## config.mk

```make
export PLATFORM = sky130hd
export DESIGN_NAME = decode_stage
export DESIGN_NICKNAME = d
export VERILOG_FILES = /design/src/rtl/cpu_pkg.sv /design/src/rtl/regfile_8x16.sv /design/src/rtl/decode_stage.sv
export SDC_FILE = /design/constraint.sdc
export NUM_CORES = 1
export LEC_CHECK = 0
export CAP_MARGIN = 10
export CORE_AREA = 2 2 126 128
export CTS_BUF_LIST = sky130_fd_sc_hd__clkbuf_2 sky130_fd_sc_hd__clkbuf_4 sky130_fd_sc_hd__clkbuf_8
export CTS_CLUSTER_SIZE = 12
export DETAILED_ROUTE_END_ITERATION = 12
export DIE_AREA = 0 0 128 130
export PLACE_DENSITY_LB_ADDON = 0.25
export SLEW_MARGIN = 20
export SYNTH_ARGS = -nofsm -noshare
export SYNTH_HDL_FRONTEND = slang
export SYNTH_HIERARCHICAL = 1
export SYNTH_SLANG_ARGS = --single-unit
export TNS_END_PERCENT = 30
```

## constraint.sdc

```tcl
create_clock -name i_clk -period 5.47 [get_ports i_clk]
set_input_delay 0.8205 -clock i_clk [delete_from_list [all_inputs] [get_ports i_clk]]
set_output_delay 0.8205 -clock i_clk [all_outputs]
set_load 0.01 [all_outputs]
```

## src/rtl/cpu_pkg.sv

```systemverilog
// Shared CPU constants: instruction field positions, opcodes and flag bit indices.
// Used by the decode stage, the register file and the ALU.
package cpu_pkg;

  localparam int unsigned OPC_HI = 15;
  localparam int unsigned OPC_LO = 10;
  localparam int unsigned RD_HI  = 9;
  localparam int unsigned RD_LO  = 7;
  localparam int unsigned RS1_HI = 6;
  localparam int unsigned RS1_LO = 4;
  localparam int unsigned RS2_HI = 3;
  localparam int unsigned RS2_LO = 1;
  localparam int unsigned IMM_HI = 6;
  localparam int unsigned IMM_LO = 0;

  localparam logic [5:0] OP_ADD  = 6'b000001;
  localparam logic [5:0] OP_SUB  = 6'b000010;
  localparam logic [5:0] OP_MUL  = 6'b000011;
  localparam logic [5:0] OP_BIT  = 6'b000100;
  localparam logic [5:0] OP_AND  = 6'b000101;
  localparam logic [5:0] OP_OR   = 6'b000110;
  localparam logic [5:0] OP_XOR  = 6'b000111;
  localparam logic [5:0] OP_ROL  = 6'b001000;
  localparam logic [5:0] OP_SHL  = 6'b001001;
  localparam logic [5:0] OP_ROR  = 6'b001010;
  localparam logic [5:0] OP_SHR  = 6'b001011;
  localparam logic [5:0] OP_ADDI = 6'b100000;
  localparam logic [5:0] OP_SUBI = 6'b100001;
  localparam logic [5:0] OP_LDA  = 6'b100100;
  localparam logic [5:0] OP_STA  = 6'b100101;

  // Flag register layout is {Z,C,S,O}.
  localparam int unsigned FLAG_Z = 3;
  localparam int unsigned FLAG_C = 2;
  localparam int unsigned FLAG_S = 1;
  localparam int unsigned FLAG_O = 0;

  typedef enum logic [1:0] {
    CLS_ILL = 2'd0,
    CLS_R   = 2'd1,
    CLS_I   = 2'd2
  } op_class_e;

  function automatic op_class_e op_class(input logic [5:0] opc);
    if (opc >= OP_ADD && opc <= OP_SHR)
      return CLS_R;
    if (opc == OP_ADDI || opc == OP_SUBI || opc == OP_LDA || opc == OP_STA)
      return CLS_I;
    return CLS_ILL;
  endfunction

  function automatic logic [15:0] sext7(input logic [6:0] imm);
    return {{9{imm[6]}}, imm};
  endfunction

endpackage

```

## src/rtl/regfile_8x16.sv

```systemverilog
// 8x16 register file, R0 hard-wired to zero, two async read ports.
// With DECODE_BYPASS_EN defined, a same-cycle write is forwarded onto the read ports.
module regfile_8x16
  import cpu_pkg::*;
(
  input  logic        i_clk,
  input  logic        i_rst_n,
  input  logic        i_we,
  input  logic [2:0]  i_waddr,
  input  logic [15:0] i_wdata,
  input  logic [2:0]  i_raddr_a,
  input  logic [2:0]  i_raddr_b,
  output logic [15:0] o_rdata_a,
  output logic [15:0] o_rdata_b
);

  logic [15:0] r_mem [0:7];

  always_ff @(posedge i_clk or negedge i_rst_n) begin
    if (!i_rst_n) begin
      for (int i = 0; i < 8; i++)
        r_mem[i] <= '0;
    end else if (i_we && i_waddr != 3'd0) begin
      r_mem[i_waddr] <= i_wdata;
    end
  end

  always_comb begin
    o_rdata_a = (i_raddr_a == 3'd0) ? 16'h0000 : r_mem[i_raddr_a];
    o_rdata_b = (i_raddr_b == 3'd0) ? 16'h0000 : r_mem[i_raddr_b];
`ifdef DECODE_BYPASS_EN
    if (i_we && i_waddr != 3'd0 && i_waddr == i_raddr_a)
      o_rdata_a = i_wdata;
    if (i_we && i_waddr != 3'd0 && i_waddr == i_raddr_b)
      o_rdata_b = i_wdata;
`endif
  end

endmodule

```

## src/rtl/decode_stage.sv

```systemverilog
// Decode stage: field decode, register read, busy scoreboard, output skid register, flags.
// Optional DECODE_BYPASS_EN forwards same-cycle writebacks instead of stalling one cycle.
module decode_stage
  import cpu_pkg::*;
#(
  parameter logic [3:0] FLAGS_RST = 4'h0
) (
  input  logic        i_clk,
  input  logic        i_rst_n,
  input  logic [15:0] i_instr,
  input  logic        i_valid,
  output logic        o_ready,
  output logic        o_valid,
  input  logic        i_ready,
  output logic [5:0]  o_mode,
  output logic [15:0] o_operand1,
  output logic [15:0] o_operand2,
  output logic [3:0]  o_flags,
  output logic [2:0]  o_rd,
  output logic        o_wr_en,
  output logic        o_illegal,
  input  logic        i_wb_valid,
  input  logic [2:0]  i_wb_rd,
  input  logic [15:0] i_wb_data,
  input  logic        i_flags_we,
  input  logic [3:0]  i_alu_flags,
  input  logic        i_flush
);

  logic [5:0]  w_opc;
  logic [2:0]  w_rd, w_rs1, w_rs2;
  logic [6:0]  w_imm;
  op_class_e   w_cls;
  logic        w_legal, w_wr_en, w_hazard, w_ready, w_accept;
  logic [2:0]  w_raddr_a;
  logic [15:0] w_rdata_a, w_rdata_b;
  logic [7:0]  w_busy_src, w_wb_mask, w_flush_mask, w_set_mask;
  logic        w_unused;

  logic        r_valid, r_illegal, r_wr_en;
  logic [5:0]  r_mode;
  logic [2:0]  r_rd;
  logic [15:0] r_operand1, r_operand2;
  logic [3:0]  r_flags;
  logic [7:0]  r_busy;

  assign w_opc    = i_instr[OPC_HI:OPC_LO];
  assign w_rd     = i_instr[RD_HI:RD_LO];
  assign w_rs1    = i_instr[RS1_HI:RS1_LO];
  assign w_rs2    = i_instr[RS2_HI:RS2_LO];
  assign w_imm    = i_instr[IMM_HI:IMM_LO];
  assign w_unused = i_instr[0];

  assign w_cls   = op_class(w_opc);
  assign w_legal = (w_cls != CLS_ILL);
  assign w_wr_en = w_legal && (w_opc != OP_STA);

  // I-ops read their own destination as operand1.
  assign w_raddr_a = (w_cls == CLS_I) ? w_rd : w_rs1;

  regfile_8x16 u_regfile (
    .i_clk     (i_clk),
    .i_rst_n   (i_rst_n),
    .i_we      (i_wb_valid),
    .i_waddr   (i_wb_rd),
    .i_wdata   (i_wb_data),
    .i_raddr_a (w_raddr_a),
    .i_raddr_b (w_rs2),
    .o_rdata_a (w_rdata_a),
    .o_rdata_b (w_rdata_b)
  );

  assign w_wb_mask    = i_wb_valid ? (8'b1 << i_wb_rd) : 8'h00;
  assign w_flush_mask = (i_flush && r_valid && r_wr_en) ? (8'b1 << r_rd) : 8'h00;
  assign w_set_mask   = (w_accept && w_wr_en && w_rd != 3'd0) ? (8'b1 << w_rd) : 8'h00;

`ifdef DECODE_BYPASS_EN
  assign w_busy_src = r_busy & ~w_wb_mask;
`else
  assign w_busy_src = r_busy;
`endif

  always_comb begin
    w_hazard = 1'b0;
    case (w_cls)
      CLS_R:   w_hazard = w_busy_src[w_rs1] || w_busy_src[w_rs2];
      CLS_I:   w_hazard = w_busy_src[w_rd];
      default: w_hazard = 1'b0;
    endcase
  end

  assign w_ready  = !w_hazard && (!r_valid || i_ready) && !i_flush;
  assign w_accept = i_valid && w_ready;

  // Set is applied last so a new claim beats a same-cycle writeback clear.
  always_ff @(posedge i_clk or negedge i_rst_n) begin
    if (!i_rst_n)
      r_busy <= 8'h00;
    else
      r_busy <= (r_busy & ~(w_wb_mask | w_flush_mask)) | w_set_mask;
  end

  always_ff @(posedge i_clk or negedge i_rst_n) begin
    if (!i_rst_n) begin
      r_valid    <= 1'b0;
      r_illegal  <= 1'b0;
      r_wr_en    <= 1'b0;
      r_mode     <= '0;
      r_rd       <= '0;
      r_operand1 <= '0;
      r_operand2 <= '0;
    end else if (i_flush) begin
      r_valid <= 1'b0;
    end else if (w_accept) begin
      r_valid    <= 1'b1;
      r_illegal  <= !w_legal;
      r_wr_en    <= w_wr_en;
      r_mode     <= w_legal ? w_opc : 6'd0;
      r_rd       <= w_rd;
      r_operand1 <= w_legal ? w_rdata_a : 16'h0000;
      r_operand2 <= (w_cls == CLS_R) ? w_rdata_b :
                    (w_cls == CLS_I) ? sext7(w_imm) : 16'h0000;
    end else if (r_valid && i_ready) begin
      r_valid <= 1'b0;
    end
  end

  always_ff @(posedge i_clk or negedge i_rst_n) begin
    if (!i_rst_n)
      r_flags <= FLAGS_RST;
    else if (i_flags_we)
      r_flags <= i_alu_flags;
  end

  assign o_ready    = w_ready;
  assign o_valid    = r_valid;
  assign o_illegal  = r_illegal;
  assign o_wr_en    = r_wr_en;
  assign o_mode     = r_mode;
  assign o_rd       = r_rd;
  assign o_operand1 = r_operand1;
  assign o_operand2 = r_operand2;
  assign o_flags    = r_flags;

endmodule
```

# After elaboration in Yosys (flattened, before gate mapping)
# Cells that the tools add are included.
# W data, S select, Z words.
# word_totals
reg_bits	184
input_bits	46
out_inout_bits	49
word_cells	108
# classes
n_lt_le_gt_ge	9
eq_ne	7
shifts	3
mux	36
bitwise_logic	8
n_reduce_logical	28
# op_table
op	count
$mux W16	10
$bwmux W128	1
$bmux W16 S3	2
$demux W16 S3	1
$eq A6 B6 Y1 const B	4
$mux W8	3
$shl A1 B3 Y8 const A	3
$or A8 B8 Y8	2
$ge A4 B4 Y1 const B	3
$logic_and A1 B1 Y1	12
$lt A3 B4 Y1 const B	3
$not A3 Y4	3
$bmux W1 S3	3
$mux W1	9
$reduce_bool A3 Y1	3
$and A8 B8 Y8	1
$mux W2	4
$not A8 Y8	1
$ge A6 B1 Y1 const B	1
$le A6 B4 Y1 const B	1
$logic_not A3 Y1	2
$mux W6	1
$ne A6 B6 Y1 const B	1
$logic_or A1 B1 Y1	5
other kinds (9)	12

# Depth between registers and ports, before layout
# Gate-level depths: netlist (run 1).
# depth
ltp_word	18
ltp_mapped	10
ltp_nobuf	6

# Hierarchy
# Netlist (run 1), hierarchy kept.
# by_module_without_submodules
module	instances	cells_per_inst	area_each_um2	seq_area_each_um2
regfile_8x16	1	463	6281.0	2802.7
decode_stage	1	209	2653.8	1401.3

# Least setup slack after synthesis (run 1)
# Ideal clock, no wire load.
# synth_path
path_type	input-to-reg
from	in i_instr[14]
to	reg r_operand1[10] (netlist: o_operand1[10])
setup_time_ns	0.121
arrival_ns	3.295
required_time_ns	5.349
path_slack_ns	2.054
path_stages	10
path_buffers	4
path_cell_list	nor4b_1 clkbuf_1 mux2_2 buf_2 nor2b_1 buf_2 buf_6 a221oi_1 a311oi_1 a22o_1
# synth_via
elab_chain_len	16
word_cells_on_any_way	33
classes_between	order compare: 2; eq/ne: 6; mux: 13; bitwise: 1; reduce/logical: 11
# synth_lines
element	line_no	text
start: declaration	decode_stage.sv:10	input logic [15:0] i_instr,
$eq A6 B6 Y1	cpu_pkg.sv:47	if (opc == OP_ADDI || opc == OP_SUBI || opc == OP_LDA || opc == OP_STA)
$logic_or A1 B1 Y1 (3 in series)	cpu_pkg.sv:47	
$mux W1 (2 in series)	cpu_pkg.sv:47	
$mux W2	cpu_pkg.sv:49	return CLS_ILL;
$mux W2 *	cpu_pkg.sv:47	
$eq A2 B2 Y1 *	decode_stage.sv:59	assign w_raddr_a = (w_cls == CLS_I) ? w_rd : w_rs1;
$mux W3 *	decode_stage.sv:59	
via w_raddr_a[1]	decode_stage.sv:35	logic [2:0] w_raddr_a;
$not A3 Y4 (implied by the code)	regfile_8x16.sv:29	o_rdata_a = (i_raddr_a == 3'd0) ? 16'h0000 : r_mem[i_raddr_a];
$bmux W16 S3	regfile_8x16.sv:29	
$mux W16 (implied by the code) (2 in series)	regfile_8x16.sv:29	
$mux W16 *	regfile_8x16.sv:29	
via w_rdata_a[10]	decode_stage.sv:36	logic [15:0] w_rdata_a, w_rdata_b;
$mux W16 *	decode_stage.sv:120	r_operand1 <= w_legal ? w_rdata_a : 16'h0000;
end signal: assignment	decode_stage.sv:120	
end: declaration	decode_stage.sv:43	logic [15:0] r_operand1, r_operand2;
# The timed path passes the listed nets; every way through them passes the cells marked *. The select of a mux whose other input is x is not followed.
# A chain may end at the register's enable or synchronous reset.

# Worst setup path in the final report (run 1)
# layout_path
from	in i_instr[2]
to	out o_ready
# layout_via
elab_chain_len	7
# layout_lines
element	line_no	text
$bmux W1 S3	decode_stage.sv:86	CLS_R: w_hazard = w_busy_src[w_rs1] || w_busy_src[w_rs2];
$mux W1 (implied by the code)	decode_stage.sv:86	
$logic_or A1 B1 Y1	decode_stage.sv:86	
$pmux W1 S2	decode_stage.sv:85	case (w_cls)
$logic_not A1 Y1	decode_stage.sv:92	assign w_ready = !w_hazard && (!r_valid || i_ready) && !i_flush;
$logic_and A1 B1 Y1 (2 in series)	decode_stage.sv:92	
end: declaration	decode_stage.sv:12	output logic o_ready,
# No other way between the ends. The select of a mux whose other input is x is not followed.

==> impl_metrics.csv, run 1 <==
group,metric,value,unit
critical_path,path_common_cell,"clkdlybuf4s50_1",
logic_synthesis,synth_nets,718,
place,dpl_cell_area,0.00981,mm²
clock_tree,post-cts-setup-buffers,0,
min_path,hp-class,"in2async",
pwr,power.share.clock,29.1,%
critical_path,path_max_fanout,23,
routing,drt-initial-drc-count,472,
routing,ant_nets,0,
finish,drive_gt1_share,28.4,%
place,hpwlAfterDp,14100,µm
critical_path,critical-path-slowest-cell,"clkdlybuf4s50_1",
place,gp_congestion,0.873,
logic_synthesis,synthCells,672,
timing,hold_viol_final,0,
critical_path,reg2reg_from,"r_busy[4]",
critical_path,cp.depth,7,
critical_path,r2r_end,"o_operand1[4]",
timing,finalSetupTns,0,ns
floorplanning,io_pins,95,
finish,antenna_cells,0,
finish,syn_to_final_growth,14.9,%
clock_tree,clockRootBuffer,"clkbuf_8",
place,numPortBuffers,94,
floorplanning,die_h,130,µm
logic_synthesis,synth_ff_type,"dfrtp_1",
floorplanning,dieArea,0.0166,mm²
finish,layout_commonest_cell,"dfrtp_1",
pwr,power_frac_seq,47.8,%
critical_path,worstPathArrival,3.18,ns
critical_path,required,4.65,ns
pwr,pwr-share-comb,23.1,%
routing,remaining_drc_errors,0,
global_routing,grtUsageTotal,27.6,%
timing,rsz0062_at_grt,"no",
finish,n_fill_cell,1151,
global_routing,first_global_vias,6404,
clock_tree,cts_made_buffers,17,
clock_tree,clk_pin_slew,0.09,ns
logic_synthesis,synthArstFlopShare,100,%
timing,fin_skew,0.0142,ns
critical_path,end_kind,"output pin",
timing,period_needed,4.00,ns
routing,firstDrtPassIters,5,
clock_tree,clk_path_buf_depth,2,
floorplanning,dieWidth,128,µm
timing,setup_viol,0,
critical_path,crit_path_max_incr_delay,0.58,ns
critical_path,crit_start,"i_instr[2]",
pwr,power.internal,2470,µW
global_routing,overflow,0,
global_routing,grt_pass1_wl,35200,µm
timing,fin_crit_sh,73.1,%
logic_synthesis,post_synth.cell_area_avg,13.3,µm²
critical_path,critPathKind,"in2out",
critical_path,cp_cell_sequence,"clkdlybuf4s50_1 -> buf_4 -> mux4_2 -> mux2i_1 -> a21boi_0 -> a311oi_1 -> clkdlybuf4s50_1",
floorplanning,core,0.0154,mm²
pwr,leakagePower,0.00439,µW
critical_path,regToRegSetupSlack,2.65,ns
clock_tree,h-tree-depth,4,
logic_synthesis,ys_seq_area_share,47.1,%
finish,fin_nets,786,
clock_tree,postCtsHoldBufs,0,
finish,final_area,0.0103,mm²
pwr,switching_share,28.3,%
logic_synthesis,synth_cell_type_count,51,
status,status,"completed",
timing,slew_violations,0,
critical_path,cp-endpoint,"o_ready",
logic_synthesis,synth_area,0.00893,mm²
timing,max_slew_margin,22.3,%
timing,setup_slack,1.47,ns
critical_path,rr_worst_depth,5,
finish,finalNonFillerCells,945,
critical_path,critPathLaunchType,"input port",
pwr,irDropWorstVdd,0.000178,V
critical_path,critical-path-top-delay-family,"buffers and inverters",
clock_tree,cts_tree,"yes",
logic_synthesis,ys_warn_count,6,
timing,fmax,250,MHz
logic_synthesis,synth_edf_count,0,
pwr,p_per_area,336,mW/mm²
finish,final_cell_mix,"168 x dfrtp_1, 122 x mux2_2, 92 x clkdlybuf4s50_1, 61 x mux2i_1, 46 x a221oi_1",
place,dp_cells,913,
routing,vias,6281,
floorplanning,start_util,57.9,%
critical_path,cp.buffers_inverters,3,
global_routing,grt_max_degree,75,
pwr,p_sw,978,µW
flow_run,drv_cap,0,
floorplanning,rows,46,
routing,routed_wl,22500,µm
routing,routed_via_density,6.65,
logic_synthesis,ys_seq_elements,168,
clock_tree,cts_sinks,168,
global_routing,antenna_found_initial,0,
routing,wl_per_cell,23.9,µm
clock_tree,cts_resized,0,
place,pre_cts_slack,1.48,ns
timing,tightest_slew,1.17,ns
clock_tree,clk_latency,0.47,ns
## stage by stage
stage	util, %	hold slack [ns]	total power (µW)
after floorplan	-	0.477	2150
after global placement	63.6	0.469	2400
after detailed placement	63.6	0.483	2460
after CTS	66.5	0.373	3460
after global routing	66.5	0.393	3600
final	66.5	0.359	3450
## per-layer routing
metal	part of all wire, %	wire, µm	global-route usage (%)	vias up
met5	0	0	0	-
met4	2.2	487	8.60	0
met3	7.1	1590	5.13	40
met2	48	10900	46.2	281
met1	42	9580	37.1	3216
li1	-	-	-	2744
## Yosys cell counts (13+ instances only)
cell	instances	share of area, %
mux2_1	14	1.8
dfrtp_1	168	47
a211oi_1	16	1.3
a311oi_1	17	1.7
a22o_1	27	2.6
a221oi_1	46	4.5
mux2i_1	61	6.8
inv_1	13	0.55
mux2_4	26	4.4
buf_2	19	1.1
nor2b_1	18	1.3
buf_6	15	1.9
mux2_2	122	15
## layout make-up
class,instances,area [µm²],area share [%]
timing repair buffer,107,1030,10.1
multi-input combinational,433,4290,41.8
clock inverter,13,201,1.96
inverter,13,48.8,0.475
sequential,168,4200,41.0
clock buffer,19,249,2.43
tap,192,240,2.34
## worst min-delay path by stage
stage                        startpoint             endpoint  slack (ns)  cells past startpoint
floorplan           u_regfile/r_mem[85]  u_regfile/r_mem[85]        0.48                      1
global placement              o_mode[4]            o_mode[4]        0.47                      1
detailed placement            o_mode[1]            o_mode[1]        0.48                      1
CTS                             i_rst_n              o_rd[1]        0.37                      1
global route                    i_rst_n              o_rd[1]        0.39                      1
finish                          i_rst_n            r_busy[0]        0.36                      1
## power by group through the flow
stage                     Sequential, µW  Clock (µW)  Combinational (µW)
after floorplan                     1630           0                 523
after global placement              1640           0                 762
after detailed placement            1670           0                 788
after CTS                           1640        1020                 795
after global routing                1680        1070                 854
final                               1650        1000                 796
## sequential cells by signal (all words and copies together), names as in the netlist
register,cells
u_regfile/r_mem,112
o_operand1,16
o_mode,6
o_illegal,1
o_valid,1
o_rd,3
o_flags,4
o_operand2,16
r_busy,8
o_wr_en,1
## kinds of logic after synthesis
| kind of cell | count (synthesis) | share of synthesized area (%) |
|---|---|---|
| AOI/OAI and AO/OA | 143 | 13.1 |
| buffers and inverters | 71 | 5.10 |
| DFF | 168 | 47.1 |
| muxes | 228 | 29.6 |
| and+or+nand+nor | 62 | 5.17 |
No activity file was read; power rests on OpenSTA's default activity.
==> run 2, diff against run 1 <==
--- a/config.mk
+++ b/config.mk
@@ -6,11 +6,11 @@
 export NUM_CORES = 1
 export LEC_CHECK = 0
 export CAP_MARGIN = 10
-export CORE_AREA = 2 2 126 128
+export CORE_AREA = 2 2 127 129
 export CTS_BUF_LIST = sky130_fd_sc_hd__clkbuf_2 sky130_fd_sc_hd__clkbuf_4 sky130_fd_sc_hd__clkbuf_8
 export CTS_CLUSTER_SIZE = 12
 export DETAILED_ROUTE_END_ITERATION = 12
-export DIE_AREA = 0 0 128 130
+export DIE_AREA = 0 0 129 131
 export PLACE_DENSITY_LB_ADDON = 0.25
 export SLEW_MARGIN = 20
 export SYNTH_ARGS = -nofsm -noshare
==> constraint.sdc (replaced) <==
create_clock -name i_clk -period 4.2 [get_ports i_clk]
set_input_delay 0.63 -clock i_clk [delete_from_list [all_inputs] [get_ports i_clk]]
set_output_delay 0.63 -clock i_clk [all_outputs]
set_load 0.01 [all_outputs]
==> run 2 against run 1 <==
  * Clock skew decreased by 0.0049 ns
  * Clock power rose by 22%
  * Wire length rose by 0.68%
  * First-iteration DRC count grew 29%
  * Clock-buffer cell count rose by 5
  * Non-clock buffer count up 12
  * Flip-flop and latch count is the same
  * Design area grew 1.2%
  * Register-to-register slack got worse by 0.94 ns
  * Setup slack worse by 0.80 ns
  * Worst hold slack worse by 0.15 ns
  * Total power increased by 28%
==> impl_metrics.csv, run 2 (synthesis gave the netlist of run 1 again) <==
group,metric,value,unit
pwr,power_frac_seq,48.8,%
finish,largest_reg_flops,112,
finish,final_cell_mix,"168 x dfrtp_1, 122 x mux2_2, 92 x clkdlybuf4s50_1, 61 x mux2i_1, 46 x a221oi_1",
timing,tightest_slew,0.871,ns
critical_path,critical-path-slowest-cell,"clkdlybuf4s50_1",
timing,period_needed,3.53,ns
critical_path,required,3.57,ns
timing,fmax,283,MHz
global_routing,grtUsageTotal,28.0,%
pwr,p_per_area,424,mW/mm²
pwr,power,4410,µW
clock_tree,post-cts-setup-buffers,0,
place,pre_cts_slack,0.675,ns
clock_tree,h-tree-depth,4,
clock_tree,cts_sinks,168,
pwr,switching_share,28.3,%
timing,max_slew_margin,41.9,%
status,status,"completed",
floorplanning,io_pins,95,
critical_path,critical-path-top-delay-family,"buffers and inverters",
timing,hold_viol_final,0,
timing,slew_violations,0,
timing,fin_crit_sh,84.1,%
finish,fin_nets,798,
floorplanning,core,0.0156,mm²
min_path,hp-class,"in2async",
pwr,p_sw,1250,µW
global_routing,grt_max_degree,96,
floorplanning,die_h,131,µm
routing,vias,6358,
pwr,irDropWorstVdd,0.000228,V
critical_path,crit_start,"i_instr[4]",
finish,syn_to_final_growth,16.3,%
critical_path,worstPathArrival,2.90,ns
critical_path,cp-endpoint,"o_ready",
clock_tree,postCtsHoldBufs,0,
critical_path,r2r_end,"o_mode[3]",
clock_tree,clk_latency,0.47,ns
critical_path,crit_path_max_incr_delay,0.59,ns
clock_tree,cts_made_buffers,17,
clock_tree,cts_resized,0,
critical_path,reg2reg_from,"r_busy[4]",
critical_path,path_max_fanout,4,
floorplanning,dieWidth,129,µm
critical_path,critPathLaunchType,"input port",
critical_path,cp.depth,6,
critical_path,rr_worst_depth,6,
pwr,power.share.clock,27.6,%
routing,ant_nets,0,
timing,finalSetupTns,0,ns
timing,setup_viol,0,
floorplanning,dieArea,0.0169,mm²
critical_path,end_kind,"output pin",
finish,n_fill_cell,1176,
clock_tree,clk_path_buf_depth,2,
place,gp_congestion,0.893,
clock_tree,clk_pin_slew,0.08,ns
global_routing,antenna_found_initial,0,
global_routing,overflow,0,
finish,regMostFlops,"u_regfile/r_mem",
timing,fin_skew,0.00928,ns
place,hpwlAfterDp,14800,µm
critical_path,regToRegSetupSlack,1.71,ns
timing,setup_slack,0.667,ns
floorplanning,start_util,57.3,%
global_routing,first_global_vias,6533,
clock_tree,clockRootBuffer,"clkbuf_8",
floorplanning,rows,46,
routing,routed_wl,22700,µm
routing,drt-initial-drc-count,608,
timing,rsz0062_at_grt,"no",
pwr,power.internal,3160,µW
finish,antenna_cells,0,
global_routing,grt_pass1_wl,35800,µm
critical_path,cp.buffers_inverters,2,
routing,remaining_drc_errors,0,
critical_path,path_common_cell,"clkdlybuf4s50_1",
pwr,leakagePower,0.00445,µW
place,numPortBuffers,94,
routing,firstDrtPassIters,5,
critical_path,critPathKind,"in2out",
finish,drive_gt1_share,29.3,%
clock_tree,cts_tree,"yes",
routing,routed_via_density,6.48,
flow_run,drv_cap,0,
routing,wl_per_cell,23.1,µm
finish,layout_commonest_cell,"dfrtp_1",
pwr,pwr-share-comb,23.6,%
critical_path,cp_cell_sequence,"clkdlybuf4s50_1 -> mux4_2 -> mux2i_1 -> a21boi_0 -> a311oi_1 -> clkdlybuf4s50_1",
[run 2: final cells by class]
cell class              count  area, µm²  share of cell area (%)
repair buffers            119       1160                    11.2
multi-input cells         433       4280                    41.2
inverters                  13       48.8                   0.470
flip-flops and latches    168       4200                    40.5
clock buffers              24        299                    2.88
clock inverters             8        120                    1.16
well taps                 216        270                    2.60
[run 2: worst register-to-register path: stages (launching register included)]
cell      delay [ns]
dfrtp_1         0.44
mux4_2          0.46
nand2b_4        0.16
a311oi_4        0.40
nand2b_2        0.17
buf_4           0.35
mux2_1          0.40
[run 2: worst min-delay path by stage]
stage,startpoint,end,slack [ns]
detailed placement,o_mode[4],o_mode[4],0.48
finish,i_rst_n,o_rd[2],0.21
global placement,o_mode[4],o_mode[4],0.47
floorplan,i_rst_n,o_flags[0],0.33
CTS,i_rst_n,o_rd[2],0.26
global route,i_rst_n,o_rd[2],0.31
[run 2: per-stage QoR]
step / instance area [µm²] / std cells / hold slack [ns] / util [%]
floorplan: 8930 / 672 / 0.334 / -
global placement: 9970 / 949 / 0.469 / 63.9
detailed placement: 9970 / 949 / 0.479 / 63.9
CTS: 10400 / 981 / 0.264 / 66.6
global route: 10400 / 981 / 0.306 / 66.6
finish: 10400 / 981 / 0.210 / 66.6
[run 2: power groups by stage]
stage | clock, µW | combinational, µW | sequential, µW
4_1_cts | 1230 | 1040 | 2140
6_report | 1220 | 1040 | 2150
3_5_place_dp | 0 | 1030 | 2180
3_3_place_gp | 0 | 995 | 2150
2_1_floorplan | 0 | 681 | 2120
5_1_grt | 1300 | 1120 | 2190
[run 2: layer usage]
layer / part of all wire (%) / wire [µm] / vias up / GRT usage, %
met3: 6.4 / 1450 / 58 / 4.68
met5: 0 / 0 / - / 0
met2: 48 / 11000 / 279 / 45.6
met4: 3.0 / 690 / 0 / 12.2
met1: 42 / 9590 / 3266 / 37.3
li1: - / - / 2755 / -
==> run 3, diff against run 2 <==
==> constraint.sdc (replaced) <==
create_clock -name i_clk -period 3.5 [get_ports i_clk]
set_input_delay 0.525 -clock i_clk [delete_from_list [all_inputs] [get_ports i_clk]]
set_output_delay 0.525 -clock i_clk [all_outputs]
set_load 0.01 [all_outputs]
==> run 3 against run 2 <==
  * Worst hold slack worse by 0.16 ns
  * Via count is 0.20% higher
  * Combinational power rose by 22%
  * Total power grew 22%
  * Critical path depth is the same
  * First-iteration DRC count down 16%
  * Die area is the same
  * Setup slack got worse by 0.14 ns
  * Clock power increased by 25%
==> impl_metrics.csv, run 3 (synthesis gave the netlist of run 1 again) <==
group,metric,value,unit
critical_path,critPathKind,"in2out",
pwr,p_per_area,513,mW/mm²
timing,setup_viol,0,
routing,drt-initial-drc-count,509,
place,numPortBuffers,94,
critical_path,critPathLaunchType,"input port",
floorplanning,io_pins,95,
timing,finalSetupTns,0,ns
floorplanning,die_h,131,µm
clock_tree,cts_sinks,168,
routing,routed_via_density,6.42,
clock_tree,clk_path_buf_depth,2,
critical_path,worstPathArrival,2.45,ns
routing,remaining_drc_errors,0,
min_path,hp-class,"in2async",
timing,timing.hold.ws,0.0485,ns
timing,period_needed,2.97,ns
pwr,leakagePower,0.00452,µW
timing,fin_skew,0.0101,ns
global_routing,grt_pass1_wl,36600,µm
floorplanning,rows,46,
clock_tree,clockRootBuffer,"clkbuf_8",
timing,tightest_slew,0.685,ns
routing,firstDrtPassIters,5,
critical_path,required,2.97,ns
critical_path,regToRegSetupSlack,1.15,ns
floorplanning,core,0.0156,mm²
finish,layout_commonest_cell,"dfrtp_1",
clock_tree,h-tree-depth,4,
pwr,irDropWorstVdd,0.000272,V
critical_path,path_max_fanout,4,
timing,fmax,336,MHz
clock_tree,postCtsHoldBufs,0,
finish,fin_nets,810,
global_routing,overflow,0,
flow_run,drv_cap,0,
global_routing,first_global_vias,6588,
place,hpwlAfterDp,14900,µm
routing,ant_nets,0,
floorplanning,start_util,57.3,%
clock_tree,clk_latency,0.46,ns
finish,syn_to_final_growth,17.4,%
timing,hold_viol_final,0,
place,dpl_cell_area,0.0100,mm²
routing,vias,6371,
finish,final_cell_mix,"168 x dfrtp_1, 122 x mux2_2, 91 x clkdlybuf4s50_1, 60 x mux2i_1, 46 x a221oi_1",
critical_path,end_kind,"output pin",
timing,max_slew_margin,54.3,%
global_routing,grt_max_degree,71,
finish,antenna_cells,0,
finish,final_area,0.0105,mm²
finish,largest_reg_flops,112,
clock_tree,post-cts-setup-buffers,0,
status,status,"completed",
routing,wl_per_cell,23.0,µm
clock_tree,cts_made_buffers,17,
timing,slew_violations,0,
place,gp_congestion,0.905,
floorplanning,dieWidth,129,µm
clock_tree,cts_tree,"yes",
clock_tree,clk_pin_slew,0.09,ns
routing,routed_wl,22900,µm
timing,fin_crit_sh,85.0,%
finish,regMostFlops,"u_regfile/r_mem",
global_routing,antenna_found_initial,0,
finish,n_fill_cell,1146,
floorplanning,dieArea,0.0169,mm²
global_routing,grtUsageTotal,28.4,%
timing,rsz0062_at_grt,"no",
finish,drive_gt1_share,30.5,%
## run 3: final cells by class
| type | count | area, µm² | area share [%] |
|---|---|---|---|
| clock buffer | 21 | 277 | 2.64 |
| clock inverter | 11 | 171 | 1.63 |
| inverter | 13 | 48.8 | 0.465 |
| multi-input combinational | 433 | 4290 | 40.9 |
| sequential | 168 | 4200 | 40.1 |
| tap | 216 | 270 | 2.58 |
| timing repair buffer | 131 | 1230 | 11.7 |
## run 3: power by group
| group | internal (µW) | switching [µW] | total [µW] |
|---|---|---|---|
| Sequential | 2300 | 280 | 2580 |
| Clock | 832 | 697 | 1530 |
| Combinational | 729 | 542 | 1270 |
## run 3: per-stage QoR
step / setup WS (ns) / total power (µW) / util, % / cells
after floorplan: 0.380 / 3360 / - / 672
after global placement: 0.223 / 3780 / 64.3 / 961
after detailed placement: 0.125 / 3860 / 64.3 / 961
after CTS: 0.105 / 5400 / 67.2 / 993
after global routing: 0.401 / 5640 / 67.2 / 993
final: 0.526 / 5380 / 67.2 / 993
## run 3: timing repair
item	4_1_cts	5_1_grt
endpoints found under the setup margin	0	1
endpoints found under the hold margin	0	0
resized for setup	0	2
## run 3: critical path, cell delays in order
cell	delay [ns]
clkdlybuf4s50_1	0.59
mux4_2	0.54
mux2i_2	0.20
a21boi_0	0.15
a311oi_1	0.24
dlymetal6s2s_1	0.21
## run 3: path summary, 6_finish.rpt
path / from / end / depth (start not counted)
max in group asynchronous: i_rst_n / u_regfile/r_mem[103] / 2
min: i_rst_n / o_rd[2] / 1
max reg2reg: r_busy[4] / o_mode[3] / 6
max: i_instr[4] / o_ready / 6
min in group i_clk: o_mode[4] / o_mode[4] / 1
min reg2reg: o_mode[4] / o_mode[4] / 1
## run 3: routing by layer
layer / part of all wire [%] / routed length, µm / global-route usage, % / up-vias
met3: 5.9 / 1350 / 6.19 / 33
li1: - / - / - / 2780
met5: 0 / 0 / 0 / -
met2: 48 / 11100 / 46.2 / 261
met4: 1.9 / 431 / 9.59 / 0
met1: 44 / 10000 / 38.2 / 3297
